[src/rtl/divider_pkg.sv]
// Shared CPU header: ALU opcodes, datapath width and divider latency constants.
// Latency: n/a (declarations only).
// Backpressure: n/a.
package divider_pkg;

    localparam int XLEN = 32;

    typedef enum logic [3:0] {
        ALU_ADD,
        ALU_SUB,
        ALU_AND,
        ALU_OR,
        ALU_XOR,
        ALU_SLL,
        ALU_SRL,
        ALU_SRA,
        ALU_SLT,
        ALU_SLTU,
        ALU_DIV
    } alu_op_e;

    // Cycles from an accepted start to the done pulse.
    localparam int DIV_CYCLES  = 34;
    localparam int DIV0_CYCLES = 2;

endpackage

[src/rtl/divider_if.sv]
// Request/result bundle between the ALU issue logic and the divider.
// Latency: n/a (wires only).
// Backpressure: start is only honoured while busy is low.
interface divider_if #(parameter int DW = 32);

    logic          start;
    logic          signed_op;
    logic [DW-1:0] din_a;
    logic [DW-1:0] din_b;
    logic          busy;
    logic          done;
    logic [DW-1:0] quotient;
    logic [DW-1:0] remainder;
    logic          vout;

    modport master (
        output start, signed_op, din_a, din_b,
        input  busy, done, quotient, remainder, vout
    );

    modport slave (
        input  start, signed_op, din_a, din_b,
        output busy, done, quotient, remainder, vout
    );

endinterface

[src/rtl/divider.sv]
// Iterative radix-2 restoring divider, signed/unsigned, results feed the ALU result mux.
// Latency: done 34 cycles after an accepted start (2 for divide-by-zero).
// Backpressure: start is ignored while busy; results hold until the next operation completes.
module divider
    import divider_pkg::*;
#(
    parameter int DW = XLEN
)
(
    input  logic     clk,
    input  logic     reset,
    divider_if.slave bus
);

    typedef enum logic [1:0] {IDLE, CALC, FIX, DONE} state_e;

    state_e        state_q, state_d;
    logic [5:0]    cnt_q;
    logic [DW-1:0] rem_q, quo_q, div_q;
    logic          q_neg_q, r_neg_q, div0_q, ovf_q;
    logic [DW-1:0] quotient_q, remainder_q;
    logic          vout_q;

    logic          a_neg, b_neg, b_zero, is_ovf;
    logic [DW-1:0] a_mag, b_mag;
    logic [DW:0]   sh_rem, trial;
    logic          trial_ok;

    // Operand signs and magnitudes; |min_int| stays representable as unsigned.
    always_comb begin
        a_neg  = bus.signed_op & bus.din_a[DW-1];
        b_neg  = bus.signed_op & bus.din_b[DW-1];
        a_mag  = a_neg ? (~bus.din_a + 1'b1) : bus.din_a;
        b_mag  = b_neg ? (~bus.din_b + 1'b1) : bus.din_b;
        b_zero = (bus.din_b == '0);
        is_ovf = bus.signed_op && (bus.din_a == {1'b1, {(DW-1){1'b0}}}) && (bus.din_b == '1);
    end

    // One restoring step: shift {rem,quo} left, trial-subtract the divisor.
    // A set shifted-out MSB means the partial remainder already exceeds any divisor.
    always_comb begin
        sh_rem   = {rem_q, quo_q[DW-1]};
        trial    = sh_rem - {1'b0, div_q};
        trial_ok = sh_rem[DW] | ~trial[DW];
    end

    // State register.
    always_ff @(posedge clk) begin
        if (reset) state_q <= IDLE;
        else       state_q <= state_d;
    end

    // Next-state logic.
    always_comb begin
        state_d = state_q;
        case (state_q)
            IDLE: if (bus.start) state_d = b_zero ? FIX : CALC;
            CALC: if (cnt_q == 6'(DW-1)) state_d = FIX;
            FIX:  state_d = DONE;
            DONE: state_d = IDLE;
            default: state_d = IDLE;
        endcase
    end

    // Working datapath and result registers.
    always_ff @(posedge clk) begin
        if (reset) begin
            cnt_q       <= '0;
            rem_q       <= '0;
            quo_q       <= '0;
            div_q       <= '0;
            q_neg_q     <= 1'b0;
            r_neg_q     <= 1'b0;
            div0_q      <= 1'b0;
            ovf_q       <= 1'b0;
            quotient_q  <= '0;
            remainder_q <= '0;
            vout_q      <= 1'b0;
        end else begin
            case (state_q)
                IDLE: if (bus.start) begin
                    cnt_q   <= '0;
                    div_q   <= b_mag;
                    q_neg_q <= a_neg ^ b_neg;
                    r_neg_q <= a_neg;
                    div0_q  <= b_zero;
                    ovf_q   <= is_ovf;
                    quo_q   <= a_mag;
                    // Divide-by-zero returns the raw dividend as remainder.
                    rem_q   <= b_zero ? bus.din_a : '0;
                end
                CALC: begin
                    cnt_q <= cnt_q + 6'd1;
                    rem_q <= trial_ok ? trial[DW-1:0] : sh_rem[DW-1:0];
                    quo_q <= {quo_q[DW-2:0], trial_ok};
                end
                FIX: begin
                    if (div0_q) begin
                        quotient_q  <= '1;
                        remainder_q <= rem_q;
                    end else begin
                        quotient_q  <= q_neg_q ? (~quo_q + 1'b1) : quo_q;
                        remainder_q <= r_neg_q ? (~rem_q + 1'b1) : rem_q;
                    end
                    vout_q <= div0_q | ovf_q;
                end
                default: ;
            endcase
        end
    end

    assign bus.busy      = (state_q != IDLE);
    assign bus.done      = (state_q == DONE);
    assign bus.quotient  = quotient_q;
    assign bus.remainder = remainder_q;
    assign bus.vout      = vout_q;

endmodule

[src/flat_wrapper.sv]
// flat-port wrapper written by rule: the top's interface ports become plain ports
module divider_flat import divider_pkg::*;
#(
    parameter int DW = XLEN
)
  (clk, reset, bus_start, bus_signed_op, bus_din_a, bus_din_b, bus_busy, bus_done, bus_quotient, bus_remainder, bus_vout);
  divider_if #(.DW(DW)) bus_i ();
  input  logic clk;
  input  logic reset;
  input wire logic [$bits(bus_i.start)-1:0] bus_start;
  input wire logic [$bits(bus_i.signed_op)-1:0] bus_signed_op;
  input wire logic [$bits(bus_i.din_a)-1:0] bus_din_a;
  input wire logic [$bits(bus_i.din_b)-1:0] bus_din_b;
  output wire logic [$bits(bus_i.busy)-1:0] bus_busy;
  output wire logic [$bits(bus_i.done)-1:0] bus_done;
  output wire logic [$bits(bus_i.quotient)-1:0] bus_quotient;
  output wire logic [$bits(bus_i.remainder)-1:0] bus_remainder;
  output wire logic [$bits(bus_i.vout)-1:0] bus_vout;
  assign bus_i.start = bus_start;
  assign bus_i.signed_op = bus_signed_op;
  assign bus_i.din_a = bus_din_a;
  assign bus_i.din_b = bus_din_b;
  assign bus_busy = bus_i.busy;
  assign bus_done = bus_i.done;
  assign bus_quotient = bus_i.quotient;
  assign bus_remainder = bus_i.remainder;
  assign bus_vout = bus_i.vout;
  divider #(.DW(DW)) u_core (.clk(clk), .reset(reset), .bus(bus_i));
endmodule
[config.mk]
export PLATFORM = sky130hd
export DESIGN_NAME = divider_flat
export DESIGN_NICKNAME = d
export VERILOG_FILES = /design/src/rtl/divider_pkg.sv /design/src/rtl/divider_if.sv /design/src/rtl/divider.sv /design/src/flat_wrapper.sv
export SDC_FILE = /design/constraint.sdc
export NUM_CORES = 1
export LEC_CHECK = 0
export CELL_PAD_IN_SITES_DETAIL_PLACEMENT = 0
export CELL_PAD_IN_SITES_GLOBAL_PLACEMENT = 1
export CORE_ASPECT_RATIO = 1.5
export CORE_MARGIN = 8
export CORE_UTILIZATION = 49
export CTS_BUF_LIST = sky130_fd_sc_hd__clkbuf_2
export DETAILED_ROUTE_END_ITERATION = 8
export DONT_BUFFER_PORTS = 1
export PLACE_DENSITY_LB_ADDON = 0.1
export SYNTH_ARGS = -nofsm -noshare
export SYNTH_HDL_FRONTEND = slang
export SYNTH_SLANG_ARGS = --single-unit
[constraint.sdc]
create_clock -name clk -period 4.3 [get_ports clk]
set_input_delay 0.645 -clock clk [delete_from_list [all_inputs] [get_ports clk]]
set_output_delay 0.645 -clock clk [all_outputs]
set_load 0.01 [all_outputs]
Word-level counts from Yosys, hierarchy flattened
Cells that the tools add are included.
{"block": "word_totals", "regBits": 173, "input_bits": 68, "out_inout_bits": 67, "elab_cells": 63}
{"block": "classes", "n_addsub": 6, "eq_ne": 8, "mux": 18, "n_bitwise": 10, "reduce_logical": 9}
{"cell": "two-way mux 32 bit", "n": 10}
{"cell": "adder 32 x 1 -> 32 bit, second input constant", "n": 4}
{"cell": "inverter 32 bit", "n": 4}
{"cell": "one-hot mux 32 bit (2 select lines)", "n": 2}
{"cell": "equality test 32 bit, second input constant", "n": 2}
{"cell": "subtractor 33 x 32 -> 33 bit", "n": 1}
{"cell": "logical NOT 32 bit", "n": 1}
{"cell": "one-hot mux 6 bit (2 select lines)", "n": 1}
{"cell": "one-hot mux 2 bit (4 select lines)", "n": 1}
{"cell": "adder 6 x 1 -> 6 bit, second input constant", "n": 1}
{"cell": "equality test 6 x 5 -> 1 bit, second input constant", "n": 1}
{"cell": "two-way mux 2 bit", "n": 3}
{"cell": "two-way mux 6 bit", "n": 1}
{"cell": "AND reduction 2 bit", "n": 3}
{"cell": "equality test 2 bit, second input constant", "n": 2}
{"cell": "nonzero test 2 bit", "n": 2}
{"cell": "AND 1 bit", "n": 2}
{"cell": "equality test 2 x 1 -> 1 bit, second input constant", "n": 1}
{"cell": "logical AND 1 bit", "n": 2}
{"cell": "logical NOT 2 bit", "n": 1}
{"cell": "inequality test 2 x 1 -> 1 bit, second input constant", "n": 1}
{"cell": "inequality test 2 bit, second input constant", "n": 1}
{"cell": "bitwise OR 1 bit", "n": 2}
{"cell": "inverter 1 bit", "n": 1}
{"cell": "bitwise XOR 1 bit", "n": 1}

Depth between registers and ports, before layout
{"block": "depth", "word_depth": 5, "depth_mapped": 14, "ltp_nobuf": 12}

Worst setup path before layout
OpenSTA, ideal clock, no wires.
{"block": "synth_path", "kind": "input to register", "start": "input bus_din_b[0]", "end": "register u_core.rem_q[23]", "setup_ps": 103, "arrival_ps": 3226, "t_required_ps": 4197, "path_slack_ps": 971, "stages": 10, "n_path_buf": 0, "cell_sequence": "inv_1 > ha_1 > or2b_2 > or4_4 > or3_4 > or2_4 > or4_4 > nor4_4 > a31oi_1 > a2111oi_2"}
{"block": "synth_between", "elab_chain_cells": 4}
{"item": "start, declared", "line": "flat_wrapper.sv:13", "source": "input wire logic [$bits(bus_i.din_b)-1:0] bus_din_b;"}
{"item": "logical NOT 32 bit", "line": "divider.sv:35", "source": "b_zero = (bus.din_b == '0);"}
{"item": "two-way mux 32 bit", "line": "divider.sv:90", "source": "rem_q <= b_zero ? bus.din_a : '0;"}
{"item": "two-way mux 32 bit", "line": "divider.sv:81", "source": "IDLE: if (bus.start) begin"}
{"item": "one-hot mux 32 bit (2 select lines)", "line": "divider.sv:80", "source": "case (state_q)"}
{"item": "end signal, assigned", "line": "divider.sv:90"}
{"item": "end signal, assigned", "line": "divider.sv:94", "source": "rem_q <= trial_ok ? trial[DW-1:0] : sh_rem[DW-1:0];"}
{"item": "end, declared", "line": "divider.sv:19", "source": "logic [DW-1:0] rem_q, quo_q, div_q;"}
No other way between the ends. The select of a mux whose other input is x is not followed.
A chain may end at the register's enable or synchronous reset.

Worst setup path in the final report
{"block": "layout_path", "start": "register u_core.quo_q[2]", "end": "register u_core.quotient_q[30] (netlist: u_core.bus.quotient[30])"}
{"block": "layout_between", "elab_chain_cells": 4}
{"item": "start, declared", "line": "divider.sv:19"}
{"item": "start signal, assigned", "line": "divider.sv:88", "source": "quo_q <= a_mag;"}
{"item": "start signal, assigned", "line": "divider.sv:95", "source": "quo_q <= {quo_q[DW-2:0], trial_ok};"}
{"item": "inverter 32 bit", "line": "divider.sv:102", "source": "quotient_q <= q_neg_q ? (~quo_q + 1'b1) : quo_q;"}
{"item": "adder 32 x 1 -> 32 bit", "line": "divider.sv:102"}
{"item": "two-way mux 32 bit", "line": "divider.sv:102"}
{"item": "two-way mux 32 bit", "line": "divider.sv:98", "source": "if (div0_q) begin"}
{"item": "end signal, assigned", "line": "divider.sv:102"}
{"item": "end, declared", "line": "divider.sv:21", "source": "logic [DW-1:0] quotient_q, remainder_q;"}
No other way between the ends.

==> results.yml <==
run_status:
  outcome: "complete, no violations"
route:
  wl_mm: 37.4
  post_drt_wl_per_cell_um: 21.1
  drtAntennaViolNets: 0
  drt_iter0_drc: 665
  post-route-drc-count: 0
  viasPerCell: 6.13
  first_pass_iters: 5
  vias: 10900
hold_path:
  min_path_type: "in -> reg"
  hold_depth: 2
timing:
  skew_ns: 0.0515
  setup_violations: 0
  tns_ns: 0
  fin_crit_sh_pct: 80.1
  slew_headroom_pct: 26.9
  setup_slack_ns: 0.855
  fin_crit_ns: 3.45
  rsz0062_at_grt: "false"
  slew_violations: 0
  fmax_mhz: 290
  worst_slew_pin_slew_ns: 1.09
  hold_violations: 0
worst_setup_path:
  worst-endpoint-arrival_ns: 4.11
  worstPathCellList: "nor4_1 > nand3_1 > or3_1 > or2_2 > or3_1 > o31ai_1 > and2_1 > xor2_1 > a211oi_1"
  cp-end-kind: "register"
  timing.critical_path.mode_cell: "or3_1"
  crit_buf_inv: 0
  startpoint_type: "register"
  cp_slowest_cell: "nor4_1"
  crit_path_max_incr_delay_ns: 0.63
  worstRegToRegCells: 9
  crit_type: "reg -> reg"
  worstPathMaxFanout: 6
  cp.required_ns: 4.97
  critical_path.top_delay_family: "simple AND/OR/NAND/NOR gates"
  cp.depth: 9
synth:
  synth_warnings: 0
  synth.top_cells.by_area: "dfxtp_1 (30%), xor2_1 (7.1%), a211oi_1 (6.7%)"
  netlist_instances: 1485
  syn_nets: 1596
  synthDistinctLibCells: 75
  ys_seq_area_share_pct: 30.2
  syn_area_per_cell_um2: 7.72
  synth.cell_area_um2: 11500
  synth_edf_count: 0
  synth-seq-cells: 173
  ys.flop_type: "dfxtp_1"
  synth-async-reset-ratio_pct: 0
  synth_top_cell_area_share_pct: 30.2
  synth_largest_area_cell: "dfxtp_1"
cells_and_area:
  final_nets: 1592
  final_util_pct: 54.0
  layout_common_cells: "nor2_1 (191), dfxtp_1 (173), nand2_1 (139)"
  drive_above_1_share_pct: 7.23
  final_common_cell: "nor2_1"
  nFillCells: 2290
  syn_to_final_growth_pct: 8.13
  layoutNonFillerInstCount: 1775
placement:
  hpwlAfterDp_mm: 27.3
  portBuffers: 0
  dp_worst_setup_slack_ns: 0.658
  gp_congestion: 0.918
  dp_cells: 1703
floorplan:
  core_um2: 23000
  io_pins: 135
  die_h_um: 203
  die_w_um: 141
  num_rows: 68
  design.die.area_um2: 28700
  start_util_pct: 49.9
run:
  cap_violations: 0
grt:
  antenna_found_initial: 2
  track_usage_pct: 25.8
  grt_overflow: 0
  grt_pass1_wl_mm: 58.5
  grt_pass1_vias: 10300
  grt_max_degree: 170
clocking:
  clk_latency_ns: 0.82
  cts_root_buf: "clkbuf_2"
  cts.sink_count: 173
  post_cts_resized: 0
  clock_path_buffers: 2
  cts_buffers: 17
  clkTransAtPathRegs_ns: 0.27
  htreeDepth: 4
  cts_tree: "yes"
pwr:
  power_mw: 9.70
  vdd_drop_max_mv: 0.357
  leakage_nw: 4.57
  p_per_area_nw_per_um2: 782
[synth_stat cells, types with 11 or more instances]
| master | count |
|---|---|
| a211oi_1 | 103 |
| a21o_1 | 25 |
| a21oi_1 | 116 |
| a221oi_1 | 11 |
| a311oi_1 | 13 |
| a31oi_1 | 17 |
| clkbuf_1 | 83 |
| dfxtp_1 | 173 |
| ha_1 | 42 |
| inv_1 | 50 |
| mux2i_1 | 16 |
| nand2_1 | 139 |
| nand3_1 | 22 |
| nand4_1 | 21 |
| nor2_1 | 191 |
| nor3_1 | 25 |
| nor4_1 | 18 |
| o211ai_1 | 16 |
| o21ai_0 | 61 |
| o31ai_1 | 31 |
| o41ai_1 | 13 |
| or3_1 | 30 |
| xnor2_1 | 47 |
| xor2_1 | 93 |
[layer usage]
layer | vias to the layer above | track usage, % | share of wire [%]
met1 | 5127 | 28.9 | 41
li1 | 5366 | - | -
met4 | 0 | 12.3 | 4.4
met2 | 313 | 46.1 | 50
met3 | 67 | 4.85 | 5.3
met5 | - | 0 | 0
[stage by stage]
stage | cell area, um2 | hold WS (ns)
after floorplan | 11500 | 0.432
after detailed placement | 11700 | 0.440
after CTS | 12400 | 0.000522
after global placement | 11700 | 0.437
after global routing | 12400 | 0.00163
final | 12400 | 0.0397
[area by class of cell]
type	count	area, um2	area share, %
Timing Repair Buffer	77	706	5.69
Antenna cell	1	2.50	0.0202
Inverter	51	191	1.54
Clock buffer	21	105	0.848
Tap cell	280	350	2.83
Multi-Input combinational cell	1161	7440	60.0
Sequential cell	173	3460	27.9
Clock inverter	11	143	1.15
[sequential cells by signal, summed over array words and instances, names as in the netlist, 2 cells and up]
name / cells
u_core.bus.remainder: 32
u_core.div_q: 32
u_core.quo_q: 32
u_core.state_q: 2
u_core.rem_q: 32
u_core.cnt_q: 6
u_core.bus.quotient: 32
[power by group]
part	internal, mW	total, mW	switching (mW)
combinational	2.37	5.93	3.56
clock	0.333	0.920	0.587
sequential	2.15	2.85	0.694
[repair_timing]
action,4_1_cts,5_1_grt
setup buffers,0,0
hold buffers,35,4
endpoints found under the hold margin,169,4
[logic make-up (layout without fill, tap and decap cells)]
group                      after synthesis  in the layout  synth area share, %
and+or+nand+nor                        509            509                 21.0
AOI/OAI and AO/OA                      450            450                 26.4
DFF                                    173            173                 30.2
buffers and inverters                  151            160                 5.30
xor gates and xnor gates               140            140                 10.7
adders and majority gates               43             43                 4.76
muxes                                   19             19                 1.69
other                                    0              1                    0
[path summary, 6_finish.rpt]
path | start | endpoint | slack, ns
max | u_core.quo_q[2] | u_core.bus.quotient[30] | 0.85
min | bus_din_a[21] | u_core.rem_q[21] | 0.04
max reg2reg | u_core.quo_q[2] | u_core.bus.quotient[30] | 0.85
min reg2reg | u_core.div_q[9] | u_core.div_q[9] | 0.47
[worst register-to-register path, stage by stage, from the launching register on]
cell and delay, ns:
dfxtp_1 0.44, nor4_1 0.64, nand3_1 0.30, or3_1 0.44, or2_2 0.33, or3_1 0.40
o31ai_1 0.32, and2_1 0.19, xor2_1 0.14, a211oi_1 0.08
Note: power is estimated with default switching activity, not from simulation.
